--- config.mk ---
export PLATFORM = sky130hd
export DESIGN_NAME = dt_frame_sequencer
export DESIGN_NICKNAME = d
export VERILOG_FILES = /design/src/rtl/dt_pkg.sv /design/src/rtl/dt_frame_sequencer.sv
export SDC_FILE = /design/constraint.sdc
export NUM_CORES = 1
export LEC_CHECK = 0
export BUFFER_PORTS_ARGS = -buffer_cell sky130_fd_sc_hd__buf_2
export CAP_MARGIN = 20
export CORE_UTILIZATION = 35
export CTS_CLUSTER_DIAMETER = 30
export CTS_CLUSTER_SIZE = 25
export DETAILED_ROUTE_END_ITERATION = 8
export MAX_ROUTING_LAYER = met4
export PLACE_DENSITY = 0.62
export RECOVER_POWER = 50
export SLEW_MARGIN = 15
export SYNTH_ARGS = -nofsm -noshare
export SYNTH_HDL_FRONTEND = slang
export SYNTH_SLANG_ARGS = --single-unit
--- constraint.sdc ---
create_clock -name clk -period 6.2 [get_ports clk]
set_input_delay 1.24 -clock clk [delete_from_list [all_inputs] [get_ports clk]]
set_output_delay 1.24 -clock clk [all_outputs]
set_load 0.02 [all_outputs]
--- src/rtl/dt_pkg.sv ---
// rtl/dt_pkg.sv - shared types for the decision-tree frame sequencer
package dt_pkg;

  typedef enum logic [1:0] {
    COLLECT,
    EVAL,
    HOLD
  } dt_seq_state_t;

  localparam int NUM_CH = 6;

  typedef enum logic [2:0] {
    CH_VA,
    CH_VB,
    CH_VC,
    CH_IA,
    CH_IB,
    CH_IC
  } dt_ch_t;

endpackage

--- src/rtl/dt_frame_sequencer.sv ---
// rtl/dt_frame_sequencer.sv - serial-to-frame assembler and result capture around the fault classifier
module dt_frame_sequencer
  import dt_pkg::*;
#(
  parameter int N      = 8,
  parameter int C      = 1,
  parameter int DT_LAT = 0,
  parameter int FID_W  = 8,
  parameter int ERR_W  = 8
) (
  input  logic             clk,
  input  logic             rst,
  input  logic             s_valid,
  output logic             s_ready,
  input  logic [N-1:0]     s_data,
  input  logic             s_first,
  output logic [N-1:0]     Va,
  output logic [N-1:0]     Vb,
  output logic [N-1:0]     Vc,
  output logic [N-1:0]     Ia,
  output logic [N-1:0]     Ib,
  output logic [N-1:0]     Ic,
  input  logic [C-1:0]     cls_in,
  output logic             m_valid,
  input  logic             m_ready,
  output logic [C-1:0]     m_cls,
  output logic [FID_W-1:0] m_fid,
  output logic [ERR_W-1:0] err_cnt
);

  // A zero-latency classifier still needs a 1-bit counter so the datapath stays uniform.
  localparam int CNT_W = (DT_LAT > 0) ? $clog2(DT_LAT + 1) : 1;

  dt_seq_state_t    state, state_nxt;
  logic [2:0]       idx;
  logic [N-1:0]     shadow [NUM_CH-1];
  logic [CNT_W-1:0] wait_cnt;
  logic [FID_W-1:0] fid_cnt;
  logic             beat;
  logic             resync;
  logic             complete;
  logic             eval_done;

  // Next-state and beat qualification; s_ready depends on state only.
  always_comb begin
    state_nxt = state;
    s_ready   = 1'b0;
    beat      = 1'b0;
    resync    = 1'b0;
    complete  = 1'b0;
    eval_done = 1'b0;
    case (state)
      COLLECT: begin
        s_ready  = 1'b1;
        beat     = s_valid;
        resync   = beat && s_first && (idx != 3'(CH_VA));
        complete = beat && !resync && (idx == 3'(CH_IC));
        if (complete) state_nxt = EVAL;
      end
      EVAL: begin
        eval_done = (wait_cnt == '0);
        if (eval_done) state_nxt = HOLD;
      end
      HOLD: begin
        if (m_ready) state_nxt = COLLECT;
      end
      default: state_nxt = COLLECT;
    endcase
  end

  // State register.
  always_ff @(posedge clk) begin
    if (rst) state <= COLLECT;
    else     state <= state_nxt;
  end

  // Frame assembly: shadow the first five channels, publish all six together on the last beat.
  always_ff @(posedge clk) begin
    if (rst) begin
      idx     <= 3'(CH_VA);
      err_cnt <= '0;
      Va      <= '0;
      Vb      <= '0;
      Vc      <= '0;
      Ia      <= '0;
      Ib      <= '0;
      Ic      <= '0;
      for (int i = 0; i < NUM_CH - 1; i++) shadow[i] <= '0;
    end else if (resync) begin
      // A frame-start marker mid-frame drops the partial frame and restarts at Va.
      shadow[0] <= s_data;
      idx       <= 3'(CH_VB);
      if (err_cnt != '1) err_cnt <= err_cnt + ERR_W'(1);
    end else if (complete) begin
      Va  <= shadow[0];
      Vb  <= shadow[1];
      Vc  <= shadow[2];
      Ia  <= shadow[3];
      Ib  <= shadow[4];
      Ic  <= s_data;
      idx <= 3'(CH_VA);
    end else if (beat) begin
      shadow[idx] <= s_data;
      idx         <= idx + 3'd1;
    end
  end

  // Classifier wait, result capture and result handshake.
  always_ff @(posedge clk) begin
    if (rst) begin
      wait_cnt <= '0;
      fid_cnt  <= '0;
      m_valid  <= 1'b0;
      m_cls    <= '0;
      m_fid    <= '0;
    end else begin
      if (complete) begin
        wait_cnt <= CNT_W'(DT_LAT);
      end else if (state == EVAL && !eval_done) begin
        wait_cnt <= wait_cnt - CNT_W'(1);
      end

      if (eval_done) begin
        m_cls   <= cls_in;
        m_fid   <= fid_cnt;
        m_valid <= 1'b1;
        fid_cnt <= fid_cnt + FID_W'(1);
      end else if (state == HOLD && m_ready) begin
        m_valid <= 1'b0;
      end
    end
  end

endmodule
==> run_results.csv <==
group,metric,value,unit
placement,pre_cts_ws,2.58,ns
logic_synthesis,synth_cell_types,41,
logic_synthesis,syn-cell-area,4630,um2
clocking,ctsHoldBuffers,0,
timing,relSlewSlack,-70.4,%
detailed_routing,wl_met2,4.65,mm
floorplan,io_pins,81,
timing,tightest_slew,2.56,ns
min_path,min_path_type,"flop to flop",
power_and_ir_drop,p_sw,0.373,mW
detailed_routing,vias,3503,
layout,nets,570,
detailed_routing,drc,0,
clocking,clk_latency,0.41,ns
power_and_ir_drop,power_leakage,1.94,nW
power_and_ir_drop,combinationalPowerShare,2.7,%
detailed_routing,top_layer,"met4",
detailed_routing,dr.pass1.iters,4,
logic_synthesis,ys_top_cells_by_area,"dfxtp_1, edfxtp_1, nand2_1",
timing,final_max_slew_viol_count,114,
timing,hold_viol_final,0,
logic_synthesis,netlist.top_cell.by_area,"dfxtp_1",
global_route,grt_max_degree,61,
clocking,clock_path_buffers,2,
clocking,cts.clk_slew.worst_paths,0.05,ns
timing,finalWorstSetupSlack,2.25,ns
clocking,htree_levels,4,
run,maxCapViolations,2,
floorplan,die_width,117,um
timing,final-setup-viol-count,0,
logic_synthesis,ys_seq_area_share,60.5,%
layout,layout_common_cells,"nand2_1, dfxtp_1, clkbuf_1, a21oi_1, edfxtp_1",
detailed_routing,wl_per_cell,13.7,um
power_and_ir_drop,intPower,1.43,mW
status,status,"complete, but fails checks",
layout,antennaDiodeCount,0,
timing,fin_crit,3.95,ns
floorplan,initial_core_util,36.3,%
layout,layout_commonest_cell,"nand2_1",
detailed_routing,vias_per_cell,4.76,
setup_path,cp-end-kind,"flop",
setup_path,cp.buffers_inverters,2,
clocking,cts.sinks,120,
detailed_routing,wl_met3,506,um
logic_synthesis,ys.flop_type,"dfxtp_1",
status,violations,"capacitance limit, slew limit",
power_and_ir_drop,seq_power_share,46.3,%
detailed_routing,wl_met1,4.88,mm
timing,finalSetupTns,0,ns
setup_path,cp_slowest_stage_delay,1.86,ns
floorplan,row_count,41,
power_and_ir_drop,p_sw_share,20.6,%
setup_path,cp.arrival,4.03,ns
timing,rsz0062_at_grt,"no",
logic_synthesis,ys_ff_latch,120,
timing,clock.fmax,0.253,GHz
setup_path,path_cells,"buf_2 -> clkbuf_1 -> or2_1",
logic_synthesis,syn_avg_cell_area,9.73,um2
floorplan,die_area,13700,um2
clocking,cts_tree,"yes",
setup_path,worst-setup-path-type,"primary input to flop",
layout,syn_to_final_growth,22.0,%
placement,place_hpwl,6.55,mm
floorplan,die_y,117,um
setup_path,slowest_stage,"clkbuf_1",
logic_synthesis,netlist.area_leader.share,34.6,%
logic_synthesis,yosysWarnings,0,
placement,io_buffers,80,
logic_synthesis,synth-edff-count,40,
global_route,overflow,0,
power_and_ir_drop,power.clock.fraction,51.0,%
global_route,grt_pass1_vias,3366,
global_route,grtUsageTotal,16.6,%
clocking,post-cts-setup-buffers,0,
power_and_ir_drop,max-vdd-ir-drop,0.167,mV
clocking,cts_buffers,17,
placement,place_congestion,0.771,
logic_synthesis,syn_nets,495,
logic_synthesis,async_flop_share,0,%
setup_path,startpoint_type,"primary input",
detailed_routing,wirelength,10.1,mm
floorplan,core-area,12800,um2
detailed_routing,initialDrtViolationCount,194,
timing,skew,0.00830,ns
detailed_routing,drtAntennaViolNets,0,
layout,layout-drive-gt1-share,8.87,%
setup_path,crit_required,6.27,ns
logic_synthesis,netlist_instances,476,
power_and_ir_drop,cellPowerDensity,320,nW/um2
global_route,grt_antenna_before_repair,0,
clocking,clock-root-buffer,"clkbuf_16",
timing,finalCritPeriodShare,63.8,%
clocking,cts_resized,0,
setup_path,cp_max_fo,60,
global_route,grt_pass1_wl,16.3,mm
setup_path,cp_top_family,"buffers and inverters",
worst reg2reg max path, stage by stage (launching register included):
cell and delay, ns:
dfxtp_1 0.39, nor3b_1 0.43, and3_1 1.44, nor4_1 0.15, clkbuf_2 0.24, or2_2 0.39
registers in the layout, summed over array words and instances (netlist names):
signal and cells:
Ia 8, Ib 8, Ic 8, Va 8, Vb 8, Vc 8
err_cnt 8, fid_cnt 8, idx 3, m_cls 1, m_fid 8, m_valid 1
shadow 40, state 2, wait_cnt 1
cell usage after synthesis, drive strengths merged (2+ instances only):
cell,instances
o31ai,3
or3,2
nand4,4
or3b,2
a22oi,2
a21oi,70
nor3,12
nor2b,3
and4,2
ha,5
xnor2,3
or4,4
nand3,8
o21ai,6
and3,3
nor4,2
edfxtp,40
buf,2
clkbuf,26
and2,40
inv,5
xor2,3
nor2,10
or2,4
nor3b,2
nand3b,3
dfxtp,80
nand2,123
power groups by stage:
stage,combinational [mW],clock [mW],sequential (mW)
detailed placement,0.0506,0,0.852
CTS,0.0508,0.939,0.836
global placement,0.0491,0,0.853
floorplan,0.0317,0,0.851
global route,0.0548,0.984,0.837
finish,0.0495,0.922,0.836
routing by layer:
metal	track usage, %	vias up
li1	-	1775
met1	20.9	1639
met2	24.5	87
met3	5.77	2
met4	6.75	0
met5	-	-
worst paths after layout:
kind	end	start	slack (ns)	cells past startpoint
max	shadow[1][3]	rst	2.25	3
min	Va[6]	Va[6]	0.45	2
max reg2reg	shadow[4][1]	state[1]	2.90	5
min reg2reg	Va[6]	Va[6]	0.45	2
area by class of cell:
class                      instances  area (um2)
clock buffer                      24         493
clock inverter                     8        67.6
fill                            1287        7120
inverter                           5        18.8
multi-input combinational        323        1690
sequential                       120        2800
tap                              172         215
timing repair buffer              84         360
metrics by stage:
stage               util, %  cell area (um2)  std cells  power, mW  hold slack (ns)
floorplan                 -             4630        476      0.882            0.444
global placement       40.4             5160        702      0.902            0.440
detailed placement     40.4             5160        702      0.903            0.445
CTS                    44.8             5720        734       1.83            0.451
global route           44.2             5650        736       1.88            0.468
finish                 44.2             5650        736       1.81            0.453
logic make-up (layout without fill, tap and decap cells):
family / Yosys count / in the layout / share of synthesized area, %
AOI/OAI and AO/OA: 85 / 85 / 9.70
xor gates and xnor gates: 6 / 6 / 1.13
adders and majority gates: 5 / 5 / 1.35
buffers and inverters: 33 / 121 / 2.86
DFF: 120 / 120 / 60.5
muxes: 1 / 1 / 0.243
and+or+nand+nor: 226 / 226 / 24.2
Power figures use the tool's default switching activity.
